`src/rtl/sqrt_arbiter.sv`:
```
// sqrt_arbiter: round-robin sequencer sharing one square-root core among N_REQ requesters.
// The core is started by releasing its reset, so core_rst_n_o is the launch strobe.
module sqrt_arbiter #(
    parameter int N_REQ   = 4,
    parameter int TIMEOUT = 255
) (
    input  logic                       clk,
    input  logic                       rst_n,
    input  logic [N_REQ-1:0]           req_valid_i,
    input  logic [16*N_REQ-1:0]        req_valor_i,
    output logic [N_REQ-1:0]           req_ready_o,
    output logic                       rsp_valid_o,
    output logic [$clog2(N_REQ)-1:0]   rsp_id_o,
    output logic [7:0]                 rsp_root_o,
    output logic                       rsp_err_o,
    input  logic                       rsp_ready_i,
    output logic                       core_rst_n_o,
    output logic [15:0]                core_valor_o,
    input  logic                       core_ready_i,
    input  logic [7:0]                 core_root_i,
    output logic                       busy_o
);
    localparam int IDW = $clog2(N_REQ);
    localparam int CW  = $clog2(TIMEOUT + 1);
    localparam logic [CW-1:0] CNT_MAX = CW'(TIMEOUT);

    typedef enum logic [1:0] {IDLE, LAUNCH, RUN, RESP} state_t;

    state_t         state;
    logic [IDW-1:0] ptr, gnt, gnt_nxt, off;
    logic [IDW:0]   sum;
    logic [N_REQ-1:0] rot;
    logic [15:0]    gnt_valor;
    logic [CW-1:0]  cnt;

    // Rotate valids so index 0 is the pointer, then take the lowest set bit.
    always_comb begin
        rot = N_REQ'({req_valid_i, req_valid_i} >> ptr);
        off = '0;
        for (int i = N_REQ - 1; i >= 0; i--)
            if (rot[i]) off = IDW'(i);
        sum = {1'b0, ptr} + {1'b0, off};
        gnt = IDW'(sum >= (IDW+1)'(N_REQ) ? sum - (IDW+1)'(N_REQ) : sum);
        gnt_nxt = (gnt == IDW'(N_REQ - 1)) ? '0 : gnt + IDW'(1);
        gnt_valor = '0;
        for (int i = 0; i < N_REQ; i++)
            if (gnt == IDW'(i)) gnt_valor = req_valor_i[16*i +: 16];
    end

    assign req_ready_o  = (state == IDLE && rst_n && |req_valid_i) ? N_REQ'(1) << gnt : '0;
    assign rsp_valid_o  = state == RESP;
    assign busy_o       = state != IDLE;
    assign core_rst_n_o = state == RUN || state == RESP;

    always_ff @(posedge clk or negedge rst_n) begin
        if (!rst_n) begin
            state        <= IDLE;
            ptr          <= '0;
            rsp_id_o     <= '0;
            rsp_root_o   <= '0;
            rsp_err_o    <= 1'b0;
            core_valor_o <= '0;
            cnt          <= '0;
        end else begin
            case (state)
                IDLE: if (|req_valid_i) begin
                    core_valor_o <= gnt_valor;
                    rsp_id_o     <= gnt;
                    ptr          <= gnt_nxt;
                    state        <= LAUNCH;
                end
                LAUNCH: begin
                    cnt   <= '0;
                    state <= RUN;
                end
                RUN: begin
                    cnt <= (cnt == CNT_MAX) ? cnt : cnt + CW'(1);
                    // Ready during the first two RUN cycles is stale boot noise.
                    if (cnt >= CW'(2) && core_ready_i) begin
                        rsp_root_o <= core_root_i;
                        rsp_err_o  <= 1'b0;
                        state      <= RESP;
                    end else if (cnt == CNT_MAX) begin
                        rsp_root_o <= '0;
                        rsp_err_o  <= 1'b1;
                        state      <= RESP;
                    end
                end
                RESP: if (rsp_ready_i) state <= IDLE;
                default: state <= IDLE;
            endcase
        end
    end
endmodule

```
`config.mk`:
```
export PLATFORM = sky130hd
export DESIGN_NAME = sqrt_arbiter
export DESIGN_NICKNAME = d
export VERILOG_FILES = /design/src/rtl/sqrt_arbiter.sv
export SDC_FILE = /design/constraint.sdc
export NUM_CORES = 1
export LEC_CHECK = 0
export CAP_MARGIN = 0
export CORE_UTILIZATION = 45
export DETAILED_ROUTE_END_ITERATION = 10
export MAX_ROUTING_LAYER = met4
export PLACE_DENSITY_LB_ADDON = 0.25
export SLEW_MARGIN = 20
export SYNTH_ARGS = -nofsm -noshare
export SYNTH_HDL_FRONTEND = slang
export SYNTH_SLANG_ARGS = --single-unit
```
`constraint.sdc`:
```
create_clock -name clk -period 5.2 [get_ports clk]
set_clock_uncertainty 0.05 [all_clocks]
set_input_delay 1.04 -clock clk [delete_from_list [all_inputs] [get_ports clk]]
set_output_delay 1.04 -clock clk [all_outputs]
set_load 0.1 [all_outputs]
```
==> flow_summary.json, run 1 <==
{
  "status": "complete, no violations",
  "synth_cells": 275,
  "reg2reg_to": "core_valor_o[2]",
  "drt-total-wl_mm": 7.31,
  "placed_cell_area_um2": 3670,
  "slew_violations": 0,
  "synth-seq-area-share_pct": 38.9,
  "yosys.area.top_type": "dfrtp_1",
  "hold_start": "core_valor_o[10]",
  "antenna_found_initial": 0,
  "fin_crit_ns": 4.84,
  "synth_most_common_cell": "nand2_1",
  "drive_gt1_share_pct": 8.40,
  "synth_edf_count": 0,
  "area_growth_pct": 51.1,
  "gp_congestion": 0.782,
  "crit_chain": "clkdlybuf4s50_1, and2b_2, a21oi_1, o22ai_1, o21a_1, ha_1, xnor2_1, a31oi_1, or2_1, ha_1, and3_1, buf_12",
  "tightestPinTransition_ns": 0.998,
  "r2r_cells": 15,
  "postCtsHoldBufs": 0,
  "path_class": "in2out",
  "globalRouteOverflowTotal": 0,
  "clkLatencyLatePin_ns": 0.30,
  "die-area_um2": 5870,
  "required_ns": 4.11,
  "initial_core_util_pct": 47.9,
  "synthFlopType": "dfrtp_1",
  "row_count": 26,
  "rsz0062_at_grt": "no",
  "setup_viol": 0,
  "end_kind": "output port",
  "min_period_over_period_pct": 93.0,
  "clkTransAtPathRegs_ns": 0.08,
  "fmaxAchievable_ghz": 0.207,
  "die_h_um": 76.6,
  "drtIter0Drc": 119,
  "postCtsSetupBuffers": 0,
  "synth_seq_cells": 39,
  "rrSetupSlack_ns": 1.94,
  "drcViolationCount": 0,
  "cp.arrival_ns": 3.75,
  "grt_usage_pct": 26.9,
  "core_um2": 5240,
  "cts_max_level": 2,
  "startpoint": "req_valid_i[2]",
  "ys_types": 55,
  "netlist_area_um2": 2510,
  "r2r-start": "ptr[1]",
  "ys_async_sr_fraction_pct": 100,
  "dp_hpwl_mm": 5.27,
  "grt_max_degree": 44,
  "utilization_pct": 72.3,
  "maxCapViolCount": 0,
  "worstPathMaxFanout": 8,
  "numPortBuffers": 113,
  "hold_viol_final": 0,
  "first_global_vias": 2496,
  "crit_slowest_cell": "clkdlybuf4s50_1",
  "syn_nets": 366,
  "ios": 114,
  "vias": 2559,
  "synth_top_area_share_pct": 38.9,
  "yosysWarnings": 0,
  "fillers": 422,
  "multiInputGateArea_um2": 1370,
  "hold_depth": 2,
  "slowest_delay_ns": 0.63,
  "setup_tns_ns": 0,
  "netlist_top_cells_count": "nand2_1 (44), dfrtp_1 (39), nor2_1 (20)",
  "post_cts_resized": 0,
  "clk_path_buf_depth": 2,
  "holdPathEnd": "core_valor_o[10]",
  "ff_latch_area_um2": 976,
  "cp-start-kind": "primary input",
  "cts_tree": "built",
  "cts_made_buffers": 5,
  "synth.area.top_cells": "dfrtp_1 (39%), nand2_1 (6.6%), ha_1 (5.5%), a221oi_1 (5.2%), o31a_1 (5.2%)",
  "syn_area_per_cell_um2": 9.12,
  "hp-class": "reg2reg",
  "viasPerCell": 5.67,
  "nets": 471,
  "slew_headroom_pct": 33.3,
  "dr.pass1.iters": 4,
  "drtAntennaViolNets": 0,
  "cts.sinks": 39,
  "design_area_um2": 3790,
  "clockRootBuffer": "clkbuf_8",
  "wl_per_cell_um": 16.2,
  "grt_pass1_wl_mm": 12.2,
  "diodes": 0,
  "crit_path_frequent_cell": "ha_1",
  "die_w_um": 76.6
}
flip-flops by register name, summed over array words and instances (netlist names):
register	flops
cnt	8
core_valor_o	16
ptr	2
rsp_id_o	2
state	2
rsp_err_o	1
rsp_root_o	8
per-layer routing:
| metal | part of all wire, % | GRT usage, % |
|---|---|---|
| met5 | 0 | - |
| met2 | 49 | 46.6 |
| met1 | 43 | 32.0 |
| met3 | 6.0 | 5.27 |
| met4 | 1.2 | 6.73 |
final cells by class:
| cell class | count | share of cell area, % |
|---|---|---|
| multi-input cells | 207 | 36.2 |
| repair buffers | 118 | 31.8 |
| flip-flops and latches | 39 | 25.8 |
| well taps | 70 | 2.31 |
| clock buffers | 6 | 2.18 |
| clock inverters | 2 | 0.925 |
| inverters | 9 | 0.892 |
stage by stage:
stage	setup WS (ns)	std cells	hold WS [ns]
2_1_floorplan	0.338	275	0.441
4_1_cts	0.386	451	0.438
3_5_place_dp	0.388	443	0.420
3_3_place_gp	0.537	443	0.412
6_report	0.363	451	0.428
5_1_grt	0.150	451	0.451
cells in the final DEF, fill, tap and decap left out, drive strengths merged, types with 2 or more instances in the layout:
cell             n
a21o             2
a21oi            9
a221oi          15
a22o             8
a31oi            7
and2             4
and2b            2
and3             5
and4             3
buf             10
clkbuf           6
clkdlybuf4s50  108
dfrtp           39
ha              11
inv              9
mux2i            2
nand2           44
nand3b           3
nand4            3
nor2            20
nor2b            5
nor3             3
nor3b            2
nor4             3
o21ai           22
o31a            15
o31ai            3
o32ai            2
or2              2
worst max-delay path, delay by kind of cell:
kind,cells,cell delay (ns)
buffers and inverters,2,0.81
and+or+nand+nor,3,0.68
AOI/OAI and AO/OA,4,0.66
adders and majority gates,2,0.40
xor gates and xnor gates,1,0.14
how the worst max path moves through the flow:
stage,endpoint,cells past startpoint
global route,req_ready_o[0],12
floorplan,req_ready_o[3],13
global placement,req_ready_o[0],12
detailed placement,req_ready_o[0],12
finish,req_ready_o[0],12
CTS,req_ready_o[0],12
logic make-up after synthesis:
kind of cell               after synthesis  share of synthesized area (%)
muxes                                    3                           1.40
buffers and inverters                   29                           6.44
DFF                                     39                           38.9
AOI/OAI and AO/OA                       90                           26.5
and+or+nand+nor                        102                           20.9
xor gates and xnor gates                 1                          0.349
adders and majority gates               11                           5.49
Power of run 1 is not shown: default switching activity piles up to over one toggle a cycle in this logic, so the estimate is an artifact.
==> run 2: changes to the inputs <==
Settings changed: REMOVE_ABC_BUFFERS set to 1.
==> flow_summary.json, run 2 (synthesis results as in run 1) <==
{
  "antenna_found_initial": 0,
  "largestRegisters": "core_valor_o x16, cnt x8, rsp_root_o x8",
  "ff_latch_area_um2": 976,
  "nets": 471,
  "die_w_um": 76.6,
  "holdPathEnd": "core_valor_o[11]",
  "wl_per_cell_um": 15.6,
  "drt-total-wl_mm": 7.02,
  "tightestPinTransition_ns": 1.00,
  "design_area_um2": 3760,
  "slew_violations": 0,
  "final_common_cell": "clkdlybuf4s50_1",
  "required_ns": 4.11,
  "fin_crit_ns": 4.75,
  "vias": 2540,
  "hold_start": "core_valor_o[11]",
  "area_growth_pct": 49.8,
  "grt_max_degree": 40,
  "cts_max_level": 2,
  "cp.arrival_ns": 3.66,
  "cts_made_buffers": 5,
  "slew_headroom_pct": 33.0,
  "status": "complete, no violations",
  "hp-class": "reg2reg",
  "ios": 114,
  "drive_gt1_share_pct": 8.14,
  "grt_pass1_wl_mm": 11.6,
  "viasPerCell": 5.63,
  "reg2reg_to": "core_valor_o[3]",
  "globalRouteOverflowTotal": 0,
  "initial_core_util_pct": 47.9,
  "setup_tns_ns": 0,
  "largest_register": "core_valor_o",
  "setup_viol": 0,
  "hold_viol_final": 0,
  "gp_congestion": 0.884,
  "maxCapViolCount": 0,
  "post_cts_resized": 0,
  "dr.pass1.iters": 4,
  "postCtsSetupBuffers": 0,
  "drtAntennaViolNets": 0,
  "hold_depth": 2,
  "largest_reg_flops": 16,
  "clockRootBuffer": "clkbuf_8",
  "cp-start-kind": "primary input",
  "path_class": "in2out",
  "multiInputGateArea_um2": 1370,
  "rrSetupSlack_ns": 1.82,
  "fillers": 411,
  "fmaxAchievable_ghz": 0.211,
  "die-area_um2": 5870,
  "cts_tree": "built",
  "die_h_um": 76.6,
  "end_kind": "output port",
  "cts.sinks": 39,
  "clkLatencyLatePin_ns": 0.28,
  "drtIter0Drc": 158,
  "core_um2": 5240,
  "diodes": 0,
  "clk_path_buf_depth": 2,
  "dp_hpwl_mm": 5.18,
  "grt_usage_pct": 25.4,
  "clkTransAtPathRegs_ns": 0.08,
  "final_cell_mix": "clkdlybuf4s50_1 (108), nand2_1 (44), dfrtp_1 (39)",
  "numPortBuffers": 113,
  "drcViolationCount": 0,
  "rsz0062_at_grt": "no",
  "placed_cell_area_um2": 3670,
  "first_global_vias": 2442,
  "r2r-start": "ptr[1]",
  "worstPathMaxFanout": 8,
  "min_period_over_period_pct": 91.3,
  "postCtsHoldBufs": 0,
  "r2r_cells": 15,
  "row_count": 26
}
-- run 2: metal layers --
metal / track usage (%) / share of wire (%) / up-vias
li1: - / - / 1218
met1: 31.6 / 44 / 1212
met2: 43.2 / 49 / 100
met3: 4.55 / 5.9 / 10
met4: 5.19 / 1.2 / 0
met5: - / 0 / -
-- run 2: worst max path at each step --
stage | slack [ns] | from | depth (start not counted) | endpoint
floorplan | 0.30 | req_valid_i[2] | 10 | req_ready_o[3]
global placement | 0.53 | req_valid_i[2] | 12 | req_ready_o[0]
detailed placement | 0.48 | req_valid_i[2] | 12 | req_ready_o[1]
CTS | 0.46 | req_valid_i[2] | 12 | req_ready_o[1]
global route | 0.29 | req_valid_i[2] | 12 | req_ready_o[0]
finish | 0.45 | req_valid_i[2] | 12 | req_ready_o[1]
-- run 2: layout make-up --
cell class              instances  share of cell area [%]
multi-input cells             207                    36.5
repair buffers                118                    32.0
flip-flops and latches         39                    26.0
well taps                      70                    2.33
clock buffers                   6                    1.93
inverters                       9                   0.899
clock inverters                 2                   0.333
-- run 2: metrics by stage --
stage	utilization [%]	hold slack, ns	setup slack (ns)	std cells
2_1_floorplan	-	0.442	0.300	255
3_3_place_gp	70.1	0.415	0.531	443
3_5_place_dp	70.1	0.428	0.476	443
4_1_cts	71.7	0.446	0.461	451
5_1_grt	71.7	0.472	0.287	451
6_report	71.7	0.437	0.452	451
-- run 2: critical path, stage by stage --
cell and delay [ns]:
clkdlybuf4s50_1 0.63, and2b_2 0.27, a21oi_1 0.12, o22ai_1 0.09, o21a_1 0.18, ha_1 0.18
xnor2_1 0.14, a31oi_1 0.27, or2_1 0.18, ha_1 0.17, and3_1 0.20, buf_12 0.18
Power of run 2 is left out for the same reason.
==> run 3: changes to the inputs <==
Settings changed: ABC_AREA set to 1, ABC_CLOCK_PERIOD_IN_PS set to 5200, CORE_UTILIZATION 45 to 40.
==> flow_summary.json, run 3 <==
{
  "status": "complete, no violations",
  "nets": 535,
  "fin_crit_ns": 4.62,
  "dr.pass1.iters": 4,
  "synth.area.top_cells": "dfrtp_1 (40%), nand2_1 (14%), a21oi_1 (10%), ha_1 (5.7%), nor2_1 (5.3%)",
  "r2r-start": "ptr[0]",
  "yosysWarnings": 0,
  "ys_types": 25,
  "first_global_vias": 2614,
  "ff_latch_area_um2": 976,
  "end_kind": "output port",
  "syn_area_per_cell_um2": 7.34,
  "multiInputGateArea_um2": 1280,
  "cp.arrival_ns": 3.53,
  "antenna_found_initial": 0,
  "vias": 2637,
  "synth_top_area_share_pct": 40.4,
  "clk_path_buf_depth": 2,
  "met3_usage_pct": 4.34,
  "grt_max_degree": 41,
  "maxCapViolCount": 0,
  "whs_ns": 0.445,
  "die-area_um2": 6350,
  "finalNonFillerCells": 517,
  "synth_edf_count": 0,
  "synth_cells": 329,
  "setup_viol": 0,
  "rsz0062_at_grt": "no",
  "synth_most_common_cell": "nand2_1",
  "post_cts_resized": 0,
  "worstPathMaxFanout": 4,
  "largest_register": "core_valor_o",
  "postCtsSetupBuffers": 0,
  "cts_made_buffers": 5,
  "reg2reg_to": "core_valor_o[4]",
  "hold_depth": 2,
  "netlist_top_cells_count": "nand2_1 (92), a21oi_1 (49), dfrtp_1 (39), nor2_1 (34)",
  "initial_core_util_pct": 42.5,
  "slew_headroom_pct": 31.2,
  "dp_hpwl_mm": 5.59,
  "busiest_layer": "met2",
  "fmaxAchievable_ghz": 0.217,
  "slew_violations": 0,
  "core_um2": 5680,
  "cts.sinks": 39,
  "cts_max_level": 2,
  "area_growth_pct": 56.4,
  "synth-seq-area-share_pct": 40.4,
  "synthFlopType": "dfrtp_1",
  "ys_async_sr_fraction_pct": 100,
  "required_ns": 4.11,
  "cts_tree": "built",
  "clkLatencyLatePin_ns": 0.30,
  "final_cell_mix": "clkdlybuf4s50_1 (108), nand2_1 (92), a21oi_1 (49)",
  "grt_usage_pct": 25.8,
  "grt_use_met1_pct": 30.7,
  "largestRegisters": "core_valor_o x16, cnt x8, rsp_root_o x8",
  "wl_per_cell_um": 14.4,
  "drive_gt1_share_pct": 6.52,
  "drt-total-wl_mm": 7.47,
  "holdPathEnd": "rsp_id_o[1]",
  "drtIter0Drc": 110,
  "hold_start": "rsp_id_o[1]",
  "cp-start-kind": "primary input",
  "grt_use_met2_pct": 43.2,
  "viasPerCell": 5.10,
  "grt_pass1_wl_mm": 12.3,
  "clockRootBuffer": "clkbuf_8",
  "r2r_cells": 18,
  "drcViolationCount": 0,
  "rrSetupSlack_ns": 2.08,
  "gp_congestion": 0.882,
  "clkTransAtPathRegs_ns": 0.08,
  "row_count": 27,
  "globalRouteOverflowTotal": 0,
  "tightestPinTransition_ns": 1.03,
  "fillers": 478,
  "netlist_area_um2": 2410,
  "final_common_cell": "clkdlybuf4s50_1",
  "drtAntennaViolNets": 0,
  "diodes": 0,
  "die_w_um": 79.7,
  "dp_cells": 509,
  "path_class": "in2out",
  "min_period_over_period_pct": 88.8,
  "die_h_um": 79.7,
  "ios": 114,
  "numPortBuffers": 113,
  "synth_seq_cells": 39,
  "postCtsHoldBufs": 0,
  "hp-class": "reg2reg",
  "hold_viol_final": 0,
  "yosys.area.top_type": "dfrtp_1",
  "largest_reg_flops": 16
}
-- run 3: changes by cell type after synthesis, moves of 10 or more --
| cell | before | now |
|---|---|---|
| nand2_1 | 44 | 92 |
| o211ai_1 | 1 | 16 |
| nand3_1 | 1 | 24 |
| inv_1 | 8 | 24 |
| a221oi_1 | 15 | 0 |
| o31a_1 | 15 | 0 |
| a21oi_1 | 9 | 49 |
| o21ai_0 | 15 | 5 |
| nor2_1 | 20 | 34 |
-- run 3: worst max-delay path by stage --
| stage | start | end | slack [ns] | depth (start not counted) |
|---|---|---|---|---|
| 2_1_floorplan | req_valid_i[1] | req_ready_o[3] | -0.06 | 12 |
| 6_report | req_valid_i[3] | req_ready_o[0] | 0.58 | 16 |
| 3_5_place_dp | req_valid_i[3] | req_ready_o[0] | 0.62 | 16 |
| 5_1_grt | req_valid_i[3] | req_ready_o[0] | 0.32 | 16 |
| 3_3_place_gp | req_valid_i[0] | req_ready_o[0] | 0.84 | 15 |
| 4_1_cts | req_valid_i[3] | req_ready_o[0] | 0.59 | 16 |
-- run 3: critical path, stage by stage --
cell and delay [ns]:
clkdlybuf4s50_1 0.46, nand2_1 0.12, nand3_1 0.10, nand2_1 0.10
nand3_1 0.07, a21boi_0 0.18, ha_1 0.19, xor2_1 0.21
inv_1 0.07, nand3_1 0.08, nand2_1 0.12, inv_1 0.11
ha_1 0.15, inv_1 0.07, nor2_1 0.23, buf_12 0.22
-- run 3: area by class of cell --
class / count / share of cell area [%]
flip-flops and latches: 39 / 25.8
clock buffers: 5 / 1.82
inverters: 27 / 2.68
multi-input cells: 251 / 33.8
repair buffers: 120 / 32.3
well taps: 72 / 2.39
clock inverters: 3 / 1.16
-- run 3: kinds of logic after synthesis --
kind of cell             count (synthesis)  share of synthesized area, %
AND/OR/NAND/NOR                        160                          28.1
AO/OA/AOI/OAI                           76                          17.7
buffers and inverters                   39                          6.68
flip-flops                              39                          40.4
adder cells (fa/ha/maj)                 11                          5.70
XOR/XNOR                                 4                          1.45
-- run 3: routing by layer --
metal  part of all wire, %  wire length (um)
met5                     0                 0
met3                   4.9               369
met4                   3.1               234
met2                    50              3750
met1                    42              3110
-- run 3: through the flow --
stage	TNS (ns)	setup WS, ns	instance area (um2)	utilization, %
after global placement	0	0.838	3660	64.6
final	0	0.583	3780	66.5
after CTS	0	0.593	3780	66.5
after floorplan	-0.104	-0.0590	2350	-
after global routing	0	0.319	3780	66.5
after detailed placement	0	0.619	3660	64.6
Power of run 3 is left out for the same reason.
